===== src/rtl/mem_lsu_stage_pkg.sv =====
// Shared pipeline types for the Orion core: load/store funct3 codes, LSU FSM states,
// LSU exception causes and the EX/MEM, MEM/WB and MEM->ID forwarding records.
package orion_types;

  localparam int XLEN  = 32;
  localparam int ADDRW = 32;

  localparam logic [2:0] FUNCT3_LS_B  = 3'b000;
  localparam logic [2:0] FUNCT3_LS_H  = 3'b001;
  localparam logic [2:0] FUNCT3_LS_W  = 3'b010;
  localparam logic [2:0] FUNCT3_LS_D  = 3'b011;
  localparam logic [2:0] FUNCT3_LS_BU = 3'b100;
  localparam logic [2:0] FUNCT3_LS_HU = 3'b101;
  localparam logic [2:0] FUNCT3_LS_WU = 3'b110;

  typedef enum logic [1:0] {
    LSU_IDLE,
    LSU_REQ,
    LSU_WAIT
  } lsu_state_e;

  typedef enum logic [1:0] {
    EXC_LD_MISALIGN = 2'd0,
    EXC_ST_MISALIGN = 2'd1,
    EXC_LD_FAULT    = 2'd2,
    EXC_ST_FAULT    = 2'd3
  } lsu_exc_e;

  typedef struct packed {
    logic [XLEN-1:0] pc;
    logic [31:0]     instr;
  } debug_t;

  typedef struct packed {
    logic            valid;
    logic            is_load;
    logic            is_store;
    logic [2:0]      ld_str_type;
    logic [XLEN-1:0] rd_v;
    logic [XLEN-1:0] rs2_v;
    logic [4:0]      rd_s;
    logic            rd_we;
    debug_t          debug;
  } ex_mem_t;

  typedef struct packed {
    logic            valid;
    logic [4:0]      rd_s;
    logic            rd_we;
    logic [XLEN-1:0] rd_v;
    debug_t          debug;
  } mem_wb_t;

  typedef struct packed {
    logic            valid;
    logic            rd_we;
    logic [4:0]      rd_s;
    logic [XLEN-1:0] rd_v;
  } mem_id_t;

  // Cause encoding: bit 1 = bus fault (vs misalignment), bit 0 = store (vs load).
  function automatic lsu_exc_e lsuCause(input logic isLoad, input logic fault);
    return lsu_exc_e'({fault, ~isLoad});
  endfunction

endpackage


===== src/rtl/mem_lsu_stage_align.sv =====
// Combinational lane logic for the LSU: load extract/extend, store byte enables and
// replicated store data, plus the natural-alignment check.
module lsu_align #(
  parameter int XLEN = 32
) (
  input  logic [2:0]                  funct3_i,
  input  logic [$clog2(XLEN/8)-1:0]   lane_i,
  input  logic [XLEN-1:0]             rdata_i,
  input  logic [XLEN-1:0]             stData_i,
  output logic [XLEN-1:0]             ldData_o,
  output logic [XLEN-1:0]             wdata_o,
  output logic [XLEN/8-1:0]           be_o,
  output logic                        misaligned_o
);

  localparam int NB = XLEN / 8;
  localparam int LW = $clog2(NB);

  logic [1:0]      sizeLog;
  logic [XLEN-1:0] shifted;
  logic            signBit;
  logic            extBit;
  int              nBytes;
  int              laneI;

  // Sizes wider than the bus are decode-impossible; clamp so indexing stays in range.
  always_comb begin
    sizeLog = funct3_i[1:0];
    if (int'(funct3_i[1:0]) > LW) begin
      sizeLog = 2'(LW);
    end
    nBytes       = 1 << int'(sizeLog);
    laneI        = int'(lane_i);
    misaligned_o = (laneI & (nBytes - 1)) != 0;
    shifted      = rdata_i >> {lane_i, 3'b000};

    signBit = 1'b0;
    for (int b = 0; b < NB; b++) begin
      if (b == nBytes - 1) begin
        signBit = shifted[8*b+7];
      end
    end
    extBit = signBit & ~funct3_i[2];

    ldData_o = '0;
    wdata_o  = '0;
    be_o     = '0;
    for (int b = 0; b < NB; b++) begin
      ldData_o[8*b +: 8] = (b < nBytes) ? shifted[8*b +: 8] : {8{extBit}};
      be_o[b]            = (b >= laneI) && (b < laneI + nBytes);
      for (int k = 0; k < NB; k++) begin
        if (k == (b & (nBytes - 1))) begin
          wdata_o[8*b +: 8] = stData_i[8*k +: 8];
        end
      end
    end
  end

endmodule


===== src/rtl/mem_lsu_stage.sv =====
// Memory stage: issues one load/store at a time over a req/gnt/rvalid bus, stalls the
// pipeline while it is in flight and reports misalignment, bus faults and timeouts.
module mem_lsu_stage
  import orion_types::*;
#(
  parameter int XLEN           = orion_types::XLEN,
  parameter int ADDRW          = orion_types::ADDRW,
  parameter int TIMEOUT_CYCLES = 255
) (
  input  logic              clk_i,
  input  logic              rst_i,
  input  ex_mem_t           ex_mem_i,
  output logic              stall_o,
  output mem_wb_t           mem_wb_o,
  output mem_id_t           mem_id_o,
  output logic              dmem_req_o,
  output logic              dmem_we_o,
  output logic [ADDRW-1:0]  dmem_addr_o,
  output logic [XLEN/8-1:0] dmem_be_o,
  output logic [XLEN-1:0]   dmem_wdata_o,
  input  logic              dmem_gnt_i,
  input  logic              dmem_rvalid_i,
  input  logic [XLEN-1:0]   dmem_rdata_i,
  input  logic              dmem_err_i,
  output logic              exc_valid_o,
  output logic [1:0]        exc_cause_o,
  output logic [ADDRW-1:0]  exc_addr_o
);

  localparam int NB   = XLEN / 8;
  localparam int LW   = $clog2(NB);
  localparam int CNTW = (TIMEOUT_CYCLES > 2) ? $clog2(TIMEOUT_CYCLES) : 1;

  if (XLEN != orion_types::XLEN) begin : g_xlenCheck
    $error("mem_lsu_stage: XLEN parameter differs from orion_types::XLEN");
  end
  if (ADDRW > XLEN) begin : g_addrwCheck
    $error("mem_lsu_stage: ADDRW must not exceed XLEN");
  end

  lsu_state_e      state_q, state_d;
  logic [CNTW-1:0] tmoCnt_q, tmoCnt_d;

  logic            isMem;
  logic            misaligned;
  logic            timeoutHit;
  logic [XLEN-1:0] ldData;
  logic [XLEN-1:0] stWdata;
  logic [NB-1:0]   stBe;

  logic            reqVld;
  logic            stallVld;
  logic            retire;
  logic            excVld;
  logic            fault;
  logic            wbRdWe;
  logic [XLEN-1:0] wbRdV;

  lsu_align #(.XLEN(XLEN)) u_align (
    .funct3_i     (ex_mem_i.ld_str_type),
    .lane_i       (ex_mem_i.rd_v[LW-1:0]),
    .rdata_i      (dmem_rdata_i),
    .stData_i     (ex_mem_i.rs2_v),
    .ldData_o     (ldData),
    .wdata_o      (stWdata),
    .be_o         (stBe),
    .misaligned_o (misaligned)
  );

  assign isMem      = ex_mem_i.valid & (ex_mem_i.is_load | ex_mem_i.is_store);
  assign timeoutHit = (TIMEOUT_CYCLES != 0) && (tmoCnt_q == CNTW'(TIMEOUT_CYCLES - 1));

  always_ff @(posedge clk_i or posedge rst_i) begin
    if (rst_i) begin
      state_q  <= LSU_IDLE;
      tmoCnt_q <= '0;
    end else begin
      state_q  <= state_d;
      tmoCnt_q <= tmoCnt_d;
    end
  end

  // EX/MEM is held by stall_o, so the request fields stay stable while waiting for gnt.
  always_comb begin
    state_d  = state_q;
    tmoCnt_d = tmoCnt_q;
    reqVld   = 1'b0;
    stallVld = 1'b0;
    retire   = 1'b0;
    excVld   = 1'b0;
    fault    = 1'b0;
    wbRdWe   = ex_mem_i.rd_we;
    wbRdV    = ex_mem_i.rd_v;
    unique case (state_q)
      LSU_IDLE: begin
        if (isMem) begin
          if (misaligned) begin
            excVld = 1'b1;
            retire = 1'b1;
            wbRdWe = 1'b0;
          end else begin
            reqVld   = 1'b1;
            stallVld = 1'b1;
            tmoCnt_d = '0;
            state_d  = dmem_gnt_i ? LSU_WAIT : LSU_REQ;
          end
        end else begin
          retire = ex_mem_i.valid;
        end
      end
      LSU_REQ: begin
        reqVld   = 1'b1;
        stallVld = 1'b1;
        if (dmem_gnt_i) begin
          tmoCnt_d = '0;
          state_d  = LSU_WAIT;
        end
      end
      LSU_WAIT: begin
        if (dmem_rvalid_i) begin
          retire   = 1'b1;
          tmoCnt_d = '0;
          state_d  = LSU_IDLE;
          if (ex_mem_i.is_load) begin
            wbRdV = ldData;
          end
          if (dmem_err_i) begin
            excVld = 1'b1;
            fault  = 1'b1;
            wbRdWe = 1'b0;
          end
        end else if (timeoutHit) begin
          retire   = 1'b1;
          excVld   = 1'b1;
          fault    = 1'b1;
          wbRdWe   = 1'b0;
          tmoCnt_d = '0;
          state_d  = LSU_IDLE;
        end else begin
          stallVld = 1'b1;
          tmoCnt_d = tmoCnt_q + 1'b1;
        end
      end
      default: state_d = LSU_IDLE;
    endcase
  end

  // Handshake and retire outputs are forced low while reset is held.
  assign dmem_req_o   = reqVld & ~rst_i;
  assign dmem_we_o    = reqVld & ex_mem_i.is_store & ~rst_i;
  assign dmem_addr_o  = {ex_mem_i.rd_v[ADDRW-1:LW], {LW{1'b0}}};
  assign dmem_be_o    = ex_mem_i.is_store ? stBe : {NB{1'b1}};
  assign dmem_wdata_o = stWdata;
  assign stall_o      = stallVld & ~rst_i;
  assign exc_valid_o  = excVld & ~rst_i;
  assign exc_cause_o  = lsuCause(ex_mem_i.is_load, fault);
  assign exc_addr_o   = ex_mem_i.rd_v[ADDRW-1:0];

  always_comb begin
    mem_wb_o.valid = retire & ~rst_i;
    mem_wb_o.rd_s  = ex_mem_i.rd_s;
    mem_wb_o.rd_we = wbRdWe;
    mem_wb_o.rd_v  = wbRdV;
    mem_wb_o.debug = ex_mem_i.debug;

    mem_id_o.valid = mem_wb_o.valid;
    mem_id_o.rd_we = mem_wb_o.rd_we;
    mem_id_o.rd_s  = mem_wb_o.rd_s;
    mem_id_o.rd_v  = mem_wb_o.rd_v;
  end

endmodule


===== config.mk =====
export PLATFORM = sky130hd
export DESIGN_NAME = mem_lsu_stage
export DESIGN_NICKNAME = d
export VERILOG_FILES = /design/src/rtl/mem_lsu_stage_pkg.sv /design/src/rtl/mem_lsu_stage_align.sv /design/src/rtl/mem_lsu_stage.sv
export SDC_FILE = /design/constraint.sdc
export NUM_CORES = 1
export LEC_CHECK = 0
export CAP_MARGIN = 20
export CORE_AREA = 2 2 164 166
export CTS_CLUSTER_DIAMETER = 150
export DETAILED_ROUTE_END_ITERATION = 12
export DIE_AREA = 0 0 166 168
export REMOVE_ABC_BUFFERS = 1
export SETUP_SLACK_MARGIN = 0.1
export SKIP_CTS_REPAIR_TIMING = 1
export SYNTH_ARGS = -nofsm -noshare
export SYNTH_HDL_FRONTEND = slang
export SYNTH_SLANG_ARGS = --single-unit

===== constraint.sdc =====
create_clock -name clk_i -period 2.4 [get_ports clk_i]
set_input_delay 0.24 -clock clk_i [delete_from_list [all_inputs] [get_ports clk_i]]
set_output_delay 0.24 -clock clk_i [all_outputs]
set_load 0.01 [all_outputs]

-- Word level (Yosys, flattened, before mapping)
Cells that the tools add are included.
- register bits after elaboration: 10
- output and inout bits: 248
- logic and storage cells: 113
- $add $sub $neg: 3
- magnitude comparators: 12
- equality and inequality tests: 13
- shift-type cells: 2
- muxes and demuxes: 56
- bitwise operators: 13
- reduce and logical (&&, ||, !) cells: 12
- operators by type and width (kind ; count):
    $mux W8 ; 17
    $logic_not A32 Y1 ; 4
    $lt A3 B32 Y1 const A ; 4
    $mux W32 ; 3
    $eq A3 B32 Y1 const A ; 2
    $lt A1 B32 Y1 const A ; 2
    $lt A2 B32 Y1 const A ; 2
    $add A3 B32 Y32 ; 1
    $and A3 B32 Y32 ; 1
    $eq A2 B32 Y1 const A ; 1
    $reduce_bool A32 Y1 ; 1
    $shl A1 B2 Y32 const A ; 1
    $shr A32 B5 Y32 ; 1
    $sub A32 B2 Y32 const B ; 1
    $pmux W8 S3 ; 1
    $mux W1 ; 21
    $mux W2 ; 7
    $add A8 B1 Y8 const B ; 1
    $and A1 B1 Y1 ; 8
    $eq A8 B8 Y1 const B ; 1
    $pmux W1 S2 ; 4
    $reduce_and A4 Y1 ; 2
    $ne A2 B2 Y1 const B ; 3
    $pmux W2 S3 ; 1
    other kinds (15) ; 21

-- Depth between registers and ports, before layout
Gate-level depths: netlist of the first run.
- word-level depth: 14
- gate-level depth with buffers: 10
- mapped depth without buffers: 8

-- Hierarchy
Synthesis of the first run repeated with hierarchy kept, for this count alone.
- cell total of the unflattened synthesis: 472
- area, all modules: 3707.3 sq um
- by module, submodules not included (module ; instances ; cells each ; area each (sq um) ; seq. area each (sq um)):
    mem_lsu_stage ; 1 ; 291 ; 2402.3 ; 250.2
    lsu_align ; 1 ; 181 ; 1305.0 ; 0.0

-- Least setup slack after synthesis of the first run
OpenSTA, ideal clock, no wires.
- path type: input to output
- start: input ex_mem_i[134] (netlist bit)
- end: output mem_wb_o[102] (netlist bit)
- arrival: 2.559 ns
- data required time: 2.160 ns
- setup slack: -0.399 ns
- stages: 10
- cell sequence: buf_2 nor2_1 inv_1 clkbuf_1 ha_1 a21oi_1 o21ai_0 a21oi_1 a2111oi_0 buf_4
- RTL lines (element ; RTL line ; text):
    start: declaration ; mem_lsu_stage.sv:12 ; input ex_mem_t ex_mem_i,
    end: declaration ; mem_lsu_stage.sv:14 ; output mem_wb_t mem_wb_o,

==> results of run 1 <==
-- layout by cell type, fill, tap and decap left out, drive strengths merged, types with 6 or more instances in the layout --
master         instances
mux2                  16
buf                   70
dfrtp                 10
nor2                  29
clkdlybuf4s50        195
inv                   10
nand2                 52
a21oi                 17
mux2i                 25
a221o                  9
nand3                 17
clkbuf                 8
dlymetal6s2s          74
o21ai                 27
and2                   6
-- metrics by stage --
step | TNS [ns] | utilization [%]
2_1_floorplan | -8.67 | -
3_3_place_gp | -29.93 | 21.4
3_5_place_dp | -31.87 | 21.4
4_1_cts | -32.37 | 21.7
5_1_grt | 0 | 23.2
6_report | 0 | 23.2
-- cell usage after synthesis, types with 3 or more instances --
| cell | n | area, um^2 |
|---|---|---|
| o21ai_0 | 27 | 135 |
| a21oi_1 | 17 | 85.1 |
| ha_1 | 5 | 62.6 |
| a221o_1 | 9 | 90.1 |
| nand3_1 | 17 | 85.1 |
| dfrtp_1 | 10 | 250 |
| clkbuf_1 | 16 | 60.1 |
| inv_1 | 10 | 37.5 |
| mux2_2 | 16 | 180 |
| mux2i_1 | 25 | 250 |
| a22o_1 | 3 | 26.3 |
| buf_2 | 3 | 15.0 |
| nor3_1 | 5 | 25.0 |
| and2_1 | 6 | 37.5 |
| nand2_1 | 52 | 195 |
| a211o_1 | 3 | 26.3 |
| and3_1 | 3 | 18.8 |
| nor2_1 | 29 | 109 |
| nand2b_1 | 4 | 25.0 |
| nor3b_1 | 5 | 37.5 |
| buf_4 | 182 | 1370 |
| o31ai_1 | 3 | 22.5 |
-- final cells by class --
type                    instances  area share [%]
inverters                      10           0.615
flip-flops and latches         10            4.12
well taps                     341            6.99
multi-input cells             260            29.9
diodes                          1          0.0410
clock buffers                   4            1.45
repair buffers                343            56.9
-- worst register-to-register path, cell delays in order (launching register included) --
cell     delay, ns
dfrtp_1       0.38
nand4_1       0.19
buf_4         0.20
buf_4         0.13
o31a_1        0.35
and3_1        0.20
a211o_1       0.26
-- layer usage --
layer / up-vias / share of wire [%] / wire, um
li1: 1753 / - / -
met1: 1849 / 40 / 8420
met2: 338 / 42 / 8900
met3: 14 / 15 / 3240
met4: 8 / 0.51 / 106
met5: - / 1.4 / 299
-- state kept, by name, summed over array words and instances (netlist names) --
name / flops
tmoCnt_q: 8
state_q: 2
-- where the power goes --
group	switching, mW	leakage [nW]	internal, mW	total (mW)
clock	0.0811	0.0442	0.251	0.332
combinational	0.497	2.97	0.654	1.15
sequential	0.00562	0.136	0.180	0.186
-- worst max-delay path by stage --
stage | endpoint | slack, ns
3_3_place_gp | dmem_be_o[2] | -0.75
4_1_cts | dmem_be_o[2] | -0.75
2_1_floorplan | mem_id_o[24] | -0.34
6_report | mem_id_o[26] | 0.13
5_1_grt | mem_wb_o[93] | 0.06
3_5_place_dp | dmem_be_o[2] | -0.73
-- logic make-up after synthesis --
| kind of cell | after synthesis | synth area share [%] |
|---|---|---|
| fa+ha+maj | 6 | 2.40 |
| mux | 42 | 13.2 |
| other cells | 1 | 0.109 |
| simple gates | 129 | 17.7 |
| flops | 10 | 7.29 |
| compound gates | 78 | 15.0 |
| xor+xnor | 3 | 0.765 |
| buf+inv | 213 | 43.5 |
==> summary.txt, run 1 <==
Critical path
  • Startpoint-to-endpoint class of the critical path: input pin to output pin
  • Slowest Stage Delay on Critical Path: 0.49 ns
  • Endpoint of the worst-slack reg-to-reg timing path: tmoCnt_q[4]$_DFFE_PP0P_
  • Number of cell instances on the worst register-to-register path: 6
  • Logic depth of the worst path, buffers included: 10
  • Critical path endpoint category: output pin
  • Crit start category: input pin
  • Arrival time at the worst endpoint: 2.03 ns
  • Critical path required time: 2.16 ns
  • Buf+Inv Stages, Crit Path: 6
  • Critical R2R Launch: tmoCnt_q[4]$_DFFE_PP0P_
  • Top fanout value on the critical path: 5
  • Worst reg2reg setup slack: 0.57 ns
  • Start point of the critical path: ex_mem_i[102]
  • Chain of cells forming the critical path: buf_4, mux2i_2, mux4_2, buf_6, nor4_4, buf_6, buf_6, buf_6, a221o_1, buf_2
  • Cell type of the slowest stage on the worst timing path: mux4_2
  • Top cell by count, worst path: buf_6
  • CP top delay family: buffers and inverters

Synthesis
  • Synthesized netlist cell count: 482
  • Count of warnings emitted by yosys: 0
  • Leading register cell type out of synthesis: dfrtp_1
  • Synth unique cells: 48
  • Cell area after technology mapping: 3430 um^2
  • Synth async-reset ratio: 100%
  • Seq cells post-synth: 10
  • Number of flops mapped to enable cells by yosys: 0
  • Average instance area after synthesis: 7.13 um^2
  • Sequential fraction of the synthesis area: 7.29%

Timing
  • Post-route minimum period: 2.27 ns
  • Setup repair after global routing missed its margin: true
  • Fmax: 440 MHz
  • Rel. slew slack: 67.0%
  • Count of pins over their slew limit: 0
  • Hold Vio Cnt, Final: 0
  • Worst-Margin Slew: 0.488 ns
  • Worst clock skew: 0.00344 ns
  • Final-report setup violation count: 0
  • Final hold slack: 0.480 ns
  • Part of the cycle the worst path needs: 94.7%
  • Setup slack of the critical path after layout: 0.128 ns

Floorplanning
  • Cell row count: 60
  • Horizontal die dimension: 166 um
  • Top-level port count: 425
  • Die Outline Area: 27,900 um^2
  • Area of the core region: 26,400 um^2
  • Effective utilization at floorplan: 13.0%
  • DIE HEIGHT: 168 um

Place
  • DPL Wire Length: 16,900 um
  • Cell Count Post-Placement: 954
  • Number of input and output port buffers inserted: 279
  • Setup slack after placement: -0.732 ns
  • Post-Place Cell Area: 5630 um^2
  • Gpl congestion: 0.799

Global route
  • Pin count of the biggest net entering global routing: 26
  • GRT overflow: 0
  • Number of global-route vias before repair: 3,732
  • Global-route wire length before repair: 28,200 um
  • Most crowded layer after global routing: met2
  • Met2 capacity usage during global routing: 19.8%
  • Total track usage: 13.7%
  • Number of antenna violations at the first check in global routing: 0
  • Met1 Usage GRT: 16.6%
  • Met3 Use GR: 9.71%

Clock tree
  • Maximum root-to-sink buffer count: 2
  • Inserted Clock Buffers: 3
  • Root Buffer: clkbuf_16
  • Clock latency at the later pin of the worst-skew pair: 0.24 ns
  • CTS tree: built
  • Clk sinks: 10
  • H-tree lvl count: 1

Final layout
  • Post-layout net count: 811
  • Area growth from synthesis to layout: 77.8%
  • Fraction of final layout cells sized beyond drive strength 1: 19.6%
  • Area of combinational cells with multiple inputs: 1820 um^2
  • Sequential Area: 251 um^2
  • Cell area after layout: 6110 um^2
  • Filler-free cell count of the finished design: 969
  • # fillers: 2,862

Power
  • Maximum ir drop on the vdd rail: 0.270 mV
  • Total power draw: 1.67 mW
  • Pwr dens: 273 nW/um^2
  • Leakage power of the design: 3.15 nW

Routing
  • Final Routed Wirelength: 21,000 um
  • Post-route DRC: 0
  • Initial drt markers: 168
  • Via/cell ratio: 4.09
  • Remaining antenna violation count: 0
  • DR vias: 3,962
  • Router iterations before antenna repair: 4
  • Wire per inst: 21.6 um

Worst hold path
  • Launch point of the worst hold path: ex_mem_i[12]
  • Hold worst-path end: mem_wb_o[12]
  • Cell count of the worst hold path: 0
  • Path category of the worst min-delay check: input pin to output pin

Status
  • Outcome: complete, no violations

Job
  • Max-capacitance violation count: 0
Note: power is estimated with default switching activity, not from simulation.
==> run 2: changes to the inputs <==
CORE_AREA = 2 2 166 168   (was 2 2 164 166)
CTS_BUF_LIST = sky130_fd_sc_hd__clkbuf_4   (was unset)
DIE_AREA = 0 0 168 170   (was 0 0 166 168)
==> summary.txt, run 2 (synthesis gave the netlist of run 1 again) <==
Global route
  • Global-route wire length before repair: 28,200 um
  • Total track usage: 13.6%
  • Pin count of the biggest net entering global routing: 30
  • Number of global-route vias before repair: 3,843
  • GRT overflow: 0
  • Number of antenna violations at the first check in global routing: 3

Routing
  • Remaining antenna violation count: 0
  • Final Routed Wirelength: 21,200 um
  • Post-route DRC: 0
  • Initial drt markers: 234
  • Router iterations before antenna repair: 4
  • Via/cell ratio: 4.04
  • Wire per inst: 21.7 um
  • DR vias: 3,957

Final layout
  • Diode count: 0
  • Filler-free cell count of the finished design: 980
  • Post-layout net count: 823
  • Sequential Area: 250 um^2
  • Registers with the most flip-flops: tmoCnt_q x8, state_q x2
  • Area of combinational cells with multiple inputs: 1800 um^2
  • Share of the core filled with cells: 22.1%
  • Number of flip-flops in the largest register: 8
  • Largest reg by FF count: tmoCnt_q
  • Commonest cells after routing, fill and taps aside: clkdlybuf4s50_1 (195), buf_4 (65), nand2_1 (52), dlymetal6s2s_1 (44), clkbuf_2 (29)
  • Area growth from synthesis to layout: 71.7%
  • Fraction of final layout cells sized beyond drive strength 1: 25.5%
  • Most common cell after layout, fill and taps aside: clkdlybuf4s50_1
  • # fillers: 2,940

Timing
  • Count of pins over their slew limit: 0
  • Fmax: 429 MHz
  • Setup repair after global routing missed its margin: true
  • Part of the cycle the worst path needs: 97.1%
  • Post-route minimum period: 2.33 ns
  • Worst clock skew: 0.00134 ns
  • Final-report setup violation count: 0
  • Hold Vio Cnt, Final: 0

Job
  • Max-capacitance violation count: 0

Floorplanning
  • Horizontal die dimension: 168 um
  • Die Outline Area: 28,600 um^2
  • Top-level port count: 425
  • Cell row count: 60
  • DIE HEIGHT: 170 um
  • Effective utilization at floorplan: 12.9%
  • Area of the core region: 26,700 um^2

Clock tree
  • Register clock-pin slew on the reported worst setup and hold paths: 0.07 ns
  • Clock latency at the later pin of the worst-skew pair: 0.28 ns
  • Maximum root-to-sink buffer count: 2
  • CTS tree: built
  • Clk sinks: 10
  • Root Buffer: clkbuf_4
  • H-tree lvl count: 1
  • Inserted Clock Buffers: 3

Power
  • Pwr dens: 247 nW/um^2
  • Leakage power of the design: 2.91 nW
  • Maximum ir drop on the vdd rail: 0.100 mV

Critical path
  • Critical path required time: 2.16 ns
  • Top fanout value on the critical path: 6
  • Crit start category: input pin
  • Startpoint-to-endpoint class of the critical path: input pin to output pin
  • Arrival time at the worst endpoint: 2.09 ns
  • CP top delay family: buffers and inverters
  • Chain of cells forming the critical path: clkbuf_4, mux2i_2, mux4_2, buf_6, nor4_4, buf_4, buf_6, buf_6, a221o_1, buf_2
  • Buf+Inv Stages, Crit Path: 6
  • Top cell by count, worst path: buf_6
  • Critical path endpoint category: output pin
  • Cell type of the slowest stage on the worst timing path: mux4_2
  • Slowest Stage Delay on Critical Path: 0.49 ns

Worst hold path
  • Path category of the worst min-delay check: input pin to asynchronous set/reset pin

Status
  • Outcome: complete, no violations

Place
  • Number of input and output port buffers inserted: 279
  • DPL Wire Length: 17,800 um
  • Gpl congestion: 0.766
  • Cell Count Post-Placement: 962
[run 2: cell types whose count changed in the layout (fill, tap and decap cells not counted), moves of 5 or more]
cell            change
buf_4              +13
dlymetal6s2s_1     -30
clkbuf_2           +25
buf_2               +5
o21ai_0             +5
[run 2: final cells by class]
class | count | share of cell area (%)
well taps | 341 | 7.24
flip-flops and latches | 10 | 4.24
multi-input cells | 260 | 30.6
clock inverters | 1 | 0.0637
repair buffers | 355 | 56.8
inverters | 10 | 0.637
clock buffers | 3 | 0.382
[run 2: path summary, 6_finish.rpt]
path | startpoint | endpoint | slack, ns | cells past startpoint
setup / recovery | ex_mem_i[102] | mem_wb_o[90] | 0.07 | 10
hold / removal | rst_i | tmoCnt_q[2]$_DFFE_PP0P_ | 0.44 | 3
setup reg to reg | tmoCnt_q[4]$_DFFE_PP0P_ | tmoCnt_q[2]$_DFFE_PP0P_ | 0.50 | 7
hold reg to reg | tmoCnt_q[6]$_DFFE_PP0P_ | tmoCnt_q[6]$_DFFE_PP0P_ | 0.55 | 1
max in group asynchronous | rst_i | tmoCnt_q[7]$_DFFE_PP0P_ | 1.68 | 3
min in group clk_i | ex_mem_i[60] | mem_wb_o[60] | 0.48 | 0
[run 2: worst min-delay path, delay by kind of cell]
| family | cells | cell delay (ns) |
|---|---|---|
| buffers and inverters | 3 | 0.90 |
[run 2: layer usage]
metal / GRT usage (%) / up-vias / share of wire (%)
met1: 16.7 / 1834 / 42
met2: 19.7 / 325 / 42
met5: 5.74 / - / 1.1
met3: 9.53 / 24 / 15
met4: 1.06 / 8 / 0.62
li1: - / 1766 / -
[run 2: where the power goes]
group,internal (mW),switching (mW)
registers,0.179,0.00842
clock network,0.0604,0.0690
logic,0.641,0.496
[run 2: metrics by stage]
step                      cell area (um^2)  total power [mW]  hold slack, ns  setup WS [ns]  TNS (ns)
after global routing                  5900              1.55           0.480       -0.00998   -0.0191
after global placement                5720              1.35           0.480         -0.764    -30.88
final                                 5900              1.45           0.443         0.0698         0
after floorplan                       1980             0.500          0.0802         -0.345     -8.67
after detailed placement              5720              1.36           0.480         -0.681    -32.07
after CTS                             5740              1.49           0.433         -0.700    -32.65
==> run 3: changes to the inputs <==
CTS_CLUSTER_SIZE = 20   (was unset)
==> results of run 3 <==
No change in the layout: final DEF, timing and power equal those of run 2.
==> variant 1: new RTL, settings of run 2 <==
Encoding of `lsu_state_e`: now one-hot (3 bits for 3 states).
--- a/src/rtl/mem_lsu_stage_pkg.sv
+++ b/src/rtl/mem_lsu_stage_pkg.sv
@@ -13,10 +13,10 @@
   localparam logic [2:0] FUNCT3_LS_HU = 3'b101;
   localparam logic [2:0] FUNCT3_LS_WU = 3'b110;
 
-  typedef enum logic [1:0] {
-    LSU_IDLE,
-    LSU_REQ,
-    LSU_WAIT
+  typedef enum logic [2:0] {
+    LSU_IDLE = 3'b001,
+    LSU_REQ  = 3'b010,
+    LSU_WAIT = 3'b100
   } lsu_state_e;
 
   typedef enum logic [1:0] {
Check against the original RTL: no difference found for any inputs over 4 cycles, from zero or initial values and one cycle with rst_i high; so few cycles prove little.
==> variant 1 against run 2 <==
Largest cell class unchanged. Synthesized area is 5.4% higher. Die area stayed put. Wire length is 3.3% higher. Total power is 4.1% lower. Largest power group unchanged. Sequential power is 4% higher. Sequential cell count is 1 higher. Final area is 13% higher. Critical path type is now reg2out. The flow now finishes with violations (setup timing). Worst setup slack worse by 0.14 ns. Synthesized cell count is 2.3% higher.
==> variant 1: results (changes against run 2) <==
[sta] Hold Worst Slack 0.4727 ns [+0.02916 ns]
[critical_path] data arrival at the endpoint of the critical path 2.23 ns [+0.14 ns]
[detailed_routing] via count 3996 [+0.99%]
[detailed_routing] total length of routed met2 wires 9215 um [+3.7%]
[sta] worst setup margin -0.07010 ns [-0.1399 ns]
[final_layout] count of clock buffers in the final design 4 [+1]
[final_layout] Regs by FF count tmoCnt_q (8), state_q (3)
[final_layout] NonClk Buf Share 54.23% [-2.6 points]
[power] leakage power total 3.068 nW [+5.3%]
[detailed_routing] Via density 3.960 [-1.9%]
[yosys] Post-Synth Adder-Cell Area 2.282% [-0.12 points]
[sta] TNS Setup -0.2177 ns [-0.2177 ns]
[grt] global-route met3 utilization 10.37% [+0.84 points]
[place] DP Wirelength 17970 um [+1.2%]
[yosys] register area share after synthesis 7.642% [+0.36 points]
[final_layout] number of non-clock buffers in the layout 373 [+5.1%]
[yosys] mean cell area of the mapped netlist 7.340 um^2 [+3.0%]
[detailed_routing] Iter 0 DRT Violations 202 [-14%]
[power] switching power share of the total 38.07% [-1.4 points]
[final_layout] clock distribution area overhead in the final layout 0.4511% [+0.0056 points]
[sta] # setup viols final 6 [+6]
[grt] via count of the first global-routing pass 3747 [-2.5%]
[critical_path] setup slack, reg-to-reg 0.69 ns [+0.19 ns]
[final_layout] Post-layout nets 852 [+3.5%]
[final_layout] area of the multi-input gates 0.002268 mm^2 [+26%]
[status] status finished, violations left
[power] power per cell area 209.6 mW/mm^2 [-15%]
[yosys] mux contribution to synthesized area 12.21% [-0.98 points]
[grt] met1 track utilization from global routing 16.14% [-0.55 points]
[critical_path] crit path to mem_wb_o[87]
[grt] global-route wire length before repair 27820 um [-1.4%]
[critical_path] Critical Path Source state_q[1]$_DFFE_PP0P_
[place] placed cell count 971 [+0.94%]
[status] failing checks setup timing
[place] minimum setup slack after placement -0.5939 ns [+0.08741 ns]
[yosys] leading post-synthesis cells by cell area buf_4, dfrtp_1, mux2i_1, nand2_1, mux2_2
[yosys] #FFs+latches synth 11 [+1]
[yosys] count of different cell masters after synthesis 57 [+19%]
[critical_path] depth of the worst register-to-register path 5 [-2]
[yosys] ranking of synthesized cells by instance count buf_4, nand2_1, mux2i_1, a21oi_1, nor2_1
[final_layout] count of fill cells added during filler insertion 2864 [-2.6%]
[place] Placed Instance Area 0.005857 mm^2 [+2.5%]
[sta] final setup skew 0.003054 ns [+0.001710 ns]
[grt] maximum number of pins on one net before global-route repair 24 [-20%]
[place] gp weighted congestion 0.7956 [+3.8%]
[final_layout] final cell utilization of the core 24.98% [+2.8 points]
[final_layout] proportion of layout cells with a drive suffix above 1 36.83% [+11 points]
[grt] number of antenna violations at the first check in global routing 0 [-3]
[grt] met2 usage 19.01% [-0.65 points]
-- variant 1: changes by cell type after synthesis, moves of 3 or more --
cell,before,now
a211oi_1,1,5
a221o_1,9,0
or2_2,0,3
a22o_1,3,0
o21ai_0,27,11
nor2b_1,2,11
o2bb2ai_1,2,9
and3_1,3,6
nand2_1,52,63
nor2_1,29,18
o311ai_0,0,6
clkbuf_1,16,10
buf_4,182,186
and2_1,6,2
-- variant 1: critical path, stage by stage (launching register included) --
cell and delay, ns:
dfrtp_1 0.41, nor3b_4 0.26, and3_4 0.24, buf_8 0.11, buf_12 0.10, o2111ai_4 0.10, buf_12 0.18, buf_6 0.11
buf_6 0.10, buf_6 0.12, o311ai_4 0.06, buf_2 0.18
-- variant 1: power groups by stage --
stage	registers, mW	logic [mW]	clock network, mW
CTS	0.194	1.01	0.144
finish	0.194	1.06	0.139
detailed placement	0.198	1.00	0
floorplan	0.201	0.252	0
global route	0.195	1.13	0.154
global placement	0.197	0.998	0
==> variant 2: new RTL, config.mk and constraints of run 2 <==
Without the edit above. Set the parameter `TIMEOUT_CYCLES` to 510 (it was 255).
--- a/src/rtl/mem_lsu_stage.sv
+++ b/src/rtl/mem_lsu_stage.sv
@@ -5,7 +5,7 @@
 #(
   parameter int XLEN           = orion_types::XLEN,
   parameter int ADDRW          = orion_types::ADDRW,
-  parameter int TIMEOUT_CYCLES = 255
+  parameter int TIMEOUT_CYCLES = 510
 ) (
   input  logic              clk_i,
   input  logic              rst_i,
Function: no difference found for any inputs over 4 cycles, from zero or initial values and one cycle with rst_i high; that may be too few to reach the edited logic, so the function may still have changed.
==> variant 2 against run 2 <==
Worst hold slack improved by 0.017 ns. Clock skew is 0.0031 ns higher. Synthesized area grew 3.9%. Die area did not move. Core utilization increased by 0.75 points. Wire length down 2.7%. Worst setup slack better by 0.073 ns. Total power grew 5.8%. Combinational power increased by 4%. Sequential cell count is 1 higher. Final area rose by 3.4%. Critical path type unchanged. Largest power group unchanged. Highest routed layer unchanged.
==> variant 2: results (changes against run 2) <==
[grt] via count of the first global-routing pass 3942 [+2.6%]
[detailed_routing] via count 4088 [+3.3%]
[grt] number of antenna violations at the first check in global routing 1 [-2]
[critical_path] crit path to mem_id_o[12]
[yosys] ranking of synthesized cells by instance count buf_4, nand2_1, a21oi_1, o21ai_0, nor2_1
[final_layout] count of fill cells added during filler insertion 2941 [+0.034%]
[yosys] leading post-synthesis cells by cell area buf_4, dfrtp_1, a21oi_1, mux2i_1, nand2_1
[power] power drawn by the sequential cells 0.213 mW [+14%]
[critical_path] setup slack, reg-to-reg 0.61 ns [+0.11 ns]
[place] Placed Instance Area 0.005723 mm^2 [+0.11%]
[yosys] synthesized-area fraction occupied by ao, oa, aoi and oai cells 18.20% [+3.2 points]
[yosys] mux contribution to synthesized area 11.82% [-1.4 points]
[place] placed cell count 980 [+1.9%]
[status] status complete, no violations
[place] total of buffers placed on input and output ports 279 [unchanged]
[yosys] Post-Synth Adder-Cell Area 2.314% [-0.090 points]
[cts] Worst-Skew Late Latency 0.27 ns
[final_layout] Post-layout nets 835 [+1.5%]
[critical_path] depth of the worst register-to-register path 8 [+1]
[critical_path] data arrival at the endpoint of the critical path 2.02 ns [-0.07 ns]
[grt] global-route wire length before repair 27690 um [-1.9%]
[final_layout] proportion of layout cells with a drive suffix above 1 17.67% [-7.8 points]
[yosys] cells after synthesis 512 [+6.2%]
[grt] global router's overall resource usage 13.27% [-0.36 points]
[sta] period utilization 94.04% [-3.0 points]
[critical_path] largest fanout on the critical path 4 [-2]
[place] DP Wirelength 17150 um [-3.4%]
[detailed_routing] Post-Route WL 20640 um [-2.7%]
[detailed_routing] Via density 4.117 [+2.0%]
[final_layout] Regs by FF count tmoCnt_q (9), state_q (2)
[detailed_routing] Iter 0 DRT Violations 151 [-35%]
[sta] final setup skew 0.004430 ns [+0.003086 ns]
[sta] Hold Worst Slack 0.4608 ns [+0.01732 ns]
[yosys] count of different cell masters after synthesis 49 [+2.1%]
[power] Worst VDD drop 99.55 uV [-0.53%]
[yosys] xor and xnor fraction of the mapped netlist area 0% [-0.77 points]
[place] minimum setup slack after placement -0.6821 ns [-0.0007640 ns]
[critical_path] end of the worst register-to-register path tmoCnt_q[8]$_DFFE_PP0P_
[power] net switching power figure 0.5950 mW [+3.7%]
[power] leakage power total 3.074 nW [+5.5%]
[critical_path] startpoint of the worst register-to-register path tmoCnt_q[1]$_DFFE_PP0P_
[power] power per cell area 252.2 mW/mm^2 [+2.3%]
[critical_path] delay contributed by the slowest stage of the critical path 0.54 ns [+0.05 ns]
[cts] Root Buffer Master clkbuf_4
[place] gp weighted congestion 0.7989 [+4.3%]
[power] P_comb 1.18 mW [+4%]
[grt] maximum number of pins on one net before global-route repair 32 [+6.7%]
[variant 2: changes by cell type in the layout (fill, tap and decap cells not counted), sizes merged, moves of 13 or more]
cell / delta
a21oi: +30
dlymetal6s2s: +30
buf: -24
clkbuf: -22
nand3: -15
o21ai: +13
[variant 2: area by class of cell]
cell class	count	area [um^2]	share of cell area, %
clock buffers	4	30.03	0.4925
well taps	341	426.7	6.998
repair buffers	338	3445	56.49
diodes	1	2.502	0.04104
flip-flops and latches	11	277.8	4.556
inverters	13	48.80	0.8003
multi-input cells	285	1867	30.62
[variant 2: layer usage]
metal	GRT usage, %	routed length, um
met4	1.021	113
met1	14.27	7706
met2	20.41	9038
met3	10.65	3518
met5	7.652	267
[variant 2: kinds of logic after synthesis]
family / after synthesis
buffers and inverters: 217
AND/OR/NAND/NOR: 127
AO/OA/AOI/OAI: 111
multiplexers: 39
flip-flops: 11
adder cells (fa/ha/maj): 6
other: 1
